[config.mk]
export PLATFORM = sky130hd
export DESIGN_NAME = uart_rx_sequencer
export DESIGN_NICKNAME = d
export VERILOG_FILES = /design/src/rtl/uart_rx_sequencer.sv
export SDC_FILE = /design/constraint.sdc
export NUM_CORES = 1
export LEC_CHECK = 0
export CORE_ASPECT_RATIO = 0.75
export CORE_MARGIN = 2
export CORE_UTILIZATION = 54
export DETAILED_ROUTE_END_ITERATION = 7
export GPL_TIMING_DRIVEN = 0
export PLACE_DENSITY_LB_ADDON = 0.1
export SLEW_MARGIN = 30
export SYNTH_ARGS = -nofsm -noshare
export SYNTH_HDL_FRONTEND = slang
export SYNTH_SLANG_ARGS = --single-unit
[constraint.sdc]
create_clock -name clk -period 2.3 [get_ports clk]
set_input_delay 0.575 -clock clk [delete_from_list [all_inputs] [get_ports clk]]
set_output_delay 0.575 -clock clk [all_outputs]
set_load 0.02 [all_outputs]
[src/rtl/uart_rx_sequencer.sv]
// UART receive sequencer: start qualification, mid-bit data sampling,
// stop check and a one-entry valid/ready holding buffer.
module uart_rx_sequencer #(
  parameter int WIDTH      = 8,
  parameter int OVERSAMPLE = 16
) (
  input  logic             clk,
  input  logic             reset,
  input  logic             sample_tick,
  input  logic             rx_line,
  input  logic             out_ready,
  output logic [WIDTH-1:0] rx_data,
  output logic             rx_valid,
  output logic             frame_err,
  output logic             overrun,
  output logic             busy
);

  localparam int TW = $clog2(OVERSAMPLE);
  localparam int BW = $clog2(WIDTH + 1);

  typedef enum logic [2:0] {
    S_IDLE,
    S_START,
    S_DATA,
    S_STOP,
    S_BREAK
  } state_t;

  state_t           r_state;
  state_t           w_state_nxt;
  logic             r_sync1;
  logic             r_rx_s;
  logic [TW-1:0]    r_tick_cnt;
  logic [TW-1:0]    w_tick_nxt;
  logic [BW-1:0]    r_bit_cnt;
  logic [BW-1:0]    w_bit_nxt;
  logic [WIDTH-1:0] r_shift;
  logic [WIDTH-1:0] w_shift_nxt;
  logic [WIDTH-1:0] r_data;
  logic             r_valid;
  logic             r_ferr;
  logic             r_ovr;
  logic             w_done;
  logic             w_ferr;
  logic             w_mid;
  logic             w_end;

  assign w_mid = (r_tick_cnt == TW'(OVERSAMPLE / 2 - 1));
  assign w_end = (r_tick_cnt == TW'(OVERSAMPLE - 1));

  always_comb begin
    w_state_nxt = r_state;
    w_tick_nxt  = r_tick_cnt;
    w_bit_nxt   = r_bit_cnt;
    w_shift_nxt = r_shift;
    w_done      = 1'b0;
    w_ferr      = 1'b0;
    if (sample_tick) begin
      unique case (r_state)
        S_IDLE: begin
          if (!r_rx_s) begin
            w_state_nxt = S_START;
            w_tick_nxt  = '0;
          end
        end
        S_START: begin
          if (w_mid) begin
            w_tick_nxt  = '0;
            w_bit_nxt   = '0;
            w_state_nxt = r_rx_s ? S_IDLE : S_DATA;
          end else begin
            w_tick_nxt = r_tick_cnt + TW'(1);
          end
        end
        S_DATA: begin
          if (w_end) begin
            w_shift_nxt = {r_rx_s, r_shift[WIDTH-1:1]};
            w_bit_nxt   = r_bit_cnt + BW'(1);
            w_tick_nxt  = '0;
            if (r_bit_cnt == BW'(WIDTH - 1))
              w_state_nxt = S_STOP;
          end else begin
            w_tick_nxt = r_tick_cnt + TW'(1);
          end
        end
        S_STOP: begin
          if (w_end) begin
            w_tick_nxt = '0;
            if (r_rx_s) begin
              w_done      = 1'b1;
              w_state_nxt = S_IDLE;
            end else begin
              w_ferr      = 1'b1;
              w_state_nxt = S_BREAK;
            end
          end else begin
            w_tick_nxt = r_tick_cnt + TW'(1);
          end
        end
        S_BREAK: begin
          // A held-low line stays here so it cannot look like a new start.
          if (r_rx_s)
            w_state_nxt = S_IDLE;
        end
        default: w_state_nxt = S_IDLE;
      endcase
    end
  end

  always_ff @(posedge clk) begin
    if (!reset) begin
      r_state    <= S_IDLE;
      r_sync1    <= 1'b1;
      r_rx_s     <= 1'b1;
      r_tick_cnt <= '0;
      r_bit_cnt  <= '0;
      r_shift    <= '0;
      r_data     <= '0;
      r_valid    <= 1'b0;
      r_ferr     <= 1'b0;
      r_ovr      <= 1'b0;
    end else begin
      r_state    <= w_state_nxt;
      r_sync1    <= rx_line;
      r_rx_s     <= r_sync1;
      r_tick_cnt <= w_tick_nxt;
      r_bit_cnt  <= w_bit_nxt;
      r_shift    <= w_shift_nxt;
      r_ferr     <= w_ferr;
      r_ovr      <= 1'b0;
      if (w_done) begin
        if (!r_valid || out_ready) begin
          r_data  <= r_shift;
          r_valid <= 1'b1;
        end else begin
          r_ovr <= 1'b1;
        end
      end else if (r_valid && out_ready) begin
        r_valid <= 1'b0;
      end
    end
  end

  assign rx_data   = r_data;
  assign rx_valid  = r_valid;
  assign frame_err = r_ferr;
  assign overrun   = r_ovr;
  assign busy      = (r_state != S_IDLE);

endmodule
; ---- Word-level counts from Yosys, hierarchy flattened
; Index checks and enable logic that the tools add are counted.
[classes]
add_sub_neg = 2
n_eq_ne = 14
muxes = 25
reduce_logical = 17
[op_table]
columns = operator, n
row1 = $mux W3, 7
row2 = $mux W4, 5
row3 = $pmux W3 S5, 1
row4 = $ne A2 B2 Y1 const B, 6
row5 = $pmux W4 S3, 1
row6 = $mux W1, 9
row7 = $add A4 B1 Y4 const B, 2
row8 = $eq A4 B3 Y1 const B, 2
row9 = $pmux W4 S2, 1
row10 = $reduce_and A4 Y1, 2
row11 = $reduce_and A7 Y1, 1
row12 = $eq A3 B2 Y1 const B, 2
row13 = $reduce_and A2 Y1, 3
row14 = $reduce_and A3 Y1, 2
row15 = $reduce_bool A3 Y1, 2
row16 = $eq A4 B4 Y1 const B, 1
row17 = $reduce_bool A2 Y1, 2
row18 = $eq A3 B1 Y1 const B, 1
row19 = $eq A3 B3 Y1 const B, 1
row20 = $logic_not A3 Y1, 1
row21 = $mux W2, 1
row22 = $ne A2 B1 Y1 const B, 1
row23 = $reduce_or A2 Y1, 1
row24 = $logic_and A1 B1 Y1, 1
row25 = 2 further kinds, 2
[word_totals]
ff_bits = 32
input_bits = 5
output_inout_bits = 12

; ---- Depth between registers and ports, before layout
[depth]
ltp_word = 6
depth_mapped = 6
depth_no_buf = 5

; ---- Worst setup path after synthesis
; OpenSTA, ideal clock, no wires.
[synth_timing]
path_kind = reg-to-reg
from = reg r_bit_cnt[0]
to = reg r_state[1]
arrival_time_ps = 1465
required_ps = 2173
setup_slack_ps = 708
path_stages_with_launch = 6
path_buffers = 0
path_cell_list = dfxtp_1 ha_1 nand3b_1 a221oi_1 nor2_1 or3_1
[synth_via]
elab_chain_cells = 3
[synth_lines]
columns = item, line
row1 = from (decl), 36  ; logic [BW-1:0] r_bit_cnt;
row2 = from (signal assigned), 128  ; r_bit_cnt <= w_bit_nxt;
row3 = $eq A4 B3 Y1, 81  ; if (r_bit_cnt == BW'(WIDTH - 1))
row4 = $ne A2 B2 Y1 (no line), -
row5 = $reduce_and A7 Y1 (no line), -
row6 = to (signal assigned), 124  ; r_state <= w_state_nxt;
row7 = to (decl), 30  ; state_t r_state;
; Every way passes these cells.
; A chain may end at the register's enable or synchronous reset.

; ---- Final worst setup path
[layout_timing]
from = reg r_state[1]
to = out busy
[layout_via]
elab_chain_cells = 1
[layout_lines]
columns = item, line
row1 = $reduce_bool A3 Y1, 149  ; assign busy = (r_state != S_IDLE);
row2 = to (decl), 16  ; output logic busy
; Every way passes these cells.

==> metrics.yaml <==
outcome:
  status: "finished clean"
worst_setup_path:
  worst-path-max-fanout: 10
  crit-reg2reg-launch: "r_bit_cnt[0]"
  end_kind: "output port"
  cp.required_ns: 1.73
  r2r_cells: 5
  critPathArrivalTime_ns: 1.56
  start_kind: "register"
  r2r_slack_ns: 0.46
  setup.worst_path.class: "register to output port"
  rr_endpoint: "r_state[1]"
worst_hold_path:
  worstHoldPathType: "register to register"
  min_from: "r_sync1"
  hold_end: "r_rx_s"
  whs_path_depth: 1
synth:
  syn_area_um2: 1410
  yosys_warnings: 0
  syn_inst: 160
  ys_seq_elements: 32
  synth.top_cells.by_count: "dfxtp_1 (32), nand2_1 (25), nor2_1 (19), a21oi_1 (16), mux2i_1 (8)"
  yosysSeqAreaShare_pct: 45.5
  synth_edf_count: 0
  synth_top_cell_area_share_pct: 45.5
  avgSynthCellArea_um2: 8.81
  synth_top_area_cell: "dfxtp_1"
  yosysUniqueCellTypes: 41
  yosysMostFrequentCell: "dfxtp_1"
  ys_async_sr_fraction_pct: 0
  synth_ff_type: "dfxtp_1"
  syn-num-nets: 167
  synth_top_cells_by_area: "dfxtp_1 (45%), nand2_1 (6.7%), a21oi_1 (5.7%), mux2i_1 (5.7%), nor2_1 (5.1%)"
floorplan:
  core_um2: 2380
  die_x_um: 63.0
  initial_core_util_pct: 59.1
  io_pins: 17
  rows: 15
  die_h_um: 48.2
  die-area_um2: 3040
global_routing:
  grt_pass1_wl_um: 4820
  antenna_found_initial: 0
  overflow: 0
  grt_pass1_vias: 1084
  grt_max_degree: 11
  grt_usage_pct: 21.2
clock_network:
  numCtsBuffers: 5
  hold_buffers: 0
  h-tree-depth: 2
  cts_root_buf: "clkbuf_4"
  cts_tree: "done"
  cts.sinks: 32
  clk_latency_ns: 0.33
  path_clk_slew_ns: 0.10
  clk_path_buf_depth: 2
final_layout:
  design_area_um2: 1690
  antenna_cells: 0
  areaGrowthSynthToFinish_pct: 19.7
  fin_cells: 218
  fin_util_pct: 70.8
  layout-drive-gt1-share_pct: 10.3
  fin_nets: 190
placement:
  post-place-ws_ns: 0.0437
  dpl_cell_area_um2: 1610
  io_buffers: 16
  placed_cells: 210
  globalplace.congestion: 0.824
  dp_hpwl_um: 2040
drt:
  drt_first_pass_iters: 4
  wl_per_cell_um: 13.2
  initialDrtViolationCount: 87
  vias: 1200
  drc_errors: 0
  antenna_left: 0
  wirelength_um: 2870
  post_drt_via_cell_ratio: 5.50
pwr:
  power.density_nw_per_um2: 607
  total_power_mw: 1.02
  p_leak_nw: 0.660
  peakVddDrop_uv: 401
sta:
  setup_violations: 0
  finClkSkew_ns: 0.0113
  max_freq_mhz: 468
  worstMarginPinSlew_ns: 0.572
  drv_slew: 0
  period_share_pct: 92.9
  fin_setup_tns_ns: 0
  setup_ws_ns: 0.164
  period_needed_ns: 2.14
  hold_ws_ns: 0.418
  rsz0062_at_grt: "false"
  hold_violations: 0
  slew_headroom_pct: 61.9
flow_run:
  max_cap_viol_count: 0
cell families after synthesis:
kind of cell             Yosys count  share of synthesized area (%)
flip-flops                        32                           45.5
multiplexers                       8                           5.68
AND/OR/NAND/NOR                   81                           29.8
buffers and inverters              9                           3.29
AO/OA/AOI/OAI                     26                           12.7
adder cells (fa/ha/maj)            2                           1.78
XOR/XNOR                           2                           1.24
flip-flops by register name, indices dropped and copies added (netlist names):
signal	flops
rx_data	8
r_rx_s	1
r_bit_cnt	4
frame_err	1
r_sync1	1
r_tick_cnt	4
overrun	1
r_state	3
rx_valid	1
r_shift	8
worst max path at each step:
stage	start	slack, ns	depth (start not counted)	to
final	r_state[1]	0.16	3	busy
after global routing	r_state[1]	0.12	3	busy
after CTS	r_state[1]	0.17	3	busy
after detailed placement	sample_tick	0.04	5	r_state[1]
after global placement	sample_tick	0.10	5	r_state[1]
after floorplan	r_bit_cnt[0]	0.71	5	r_state[1]
critical path, cell delays in order (launching register included):
cell and delay, ns:
dfxtp_1 0.36, buf_2 0.19, or3_1 0.36, dlygate4sd2_1 0.32
routing by layer:
| layer | track usage, % | wire length, um | vias up |
|---|---|---|---|
| li1 | - | - | 598 |
| met1 | 26.2 | 1340 | 541 |
| met2 | 36.0 | 1290 | 55 |
| met3 | 5.08 | 194 | 6 |
| met4 | 12.0 | 40 | 0 |
| met5 | 0 | 0 | - |
timing repair:
| action | 4_1_cts | 5_1_grt |
|---|---|---|
| endpoints found under the setup margin | 1 | 0 |
| resized for setup | 1 | 0 |
| endpoints found under the hold margin | 0 | 0 |
| setup buffers | 0 | 0 |
report_power, final:
group          internal [mW]  leakage, nW  switching [mW]
clock network          0.228       0.0422           0.191
registers              0.557        0.258         0.00384
logic                 0.0175        0.360          0.0273
total                  0.802        0.660           0.222
layout make-up:
type | count | area [um^2]
multi-input combinational | 119 | 722
fill | 189 | 697
sequential | 32 | 641
timing repair buffer | 16 | 159
tap | 34 | 42.5
clock buffer | 6 | 41.3
buffer | 7 | 38.8
clock inverter | 2 | 35.0
inverter | 2 | 7.51
cells in the final DEF, fill, tap and decap left out, types with 2 or more instances in the layout:
| cell type | synthesis | routed |
|---|---|---|
| nand3_1 | 6 | 6 |
| nand3b_1 | 3 | 3 |
| ha_1 | 2 | 2 |
| a21bo_2 | 2 | 2 |
| buf_2 | 4 | 4 |
| nor2_1 | 19 | 19 |
| clkdlybuf4s50_1 | 0 | 15 |
| and4_1 | 2 | 2 |
| clkbuf_1 | 2 | 3 |
| nand2b_1 | 7 | 7 |
| or3_1 | 3 | 3 |
| mux2i_1 | 8 | 8 |
| dfxtp_1 | 32 | 32 |
| nor3_1 | 2 | 2 |
| clkbuf_4 | 0 | 5 |
| nand2_1 | 25 | 25 |
| a21oi_1 | 16 | 16 |
| nand4_1 | 2 | 2 |
No activity file was read; power rests on OpenSTA's default activity.
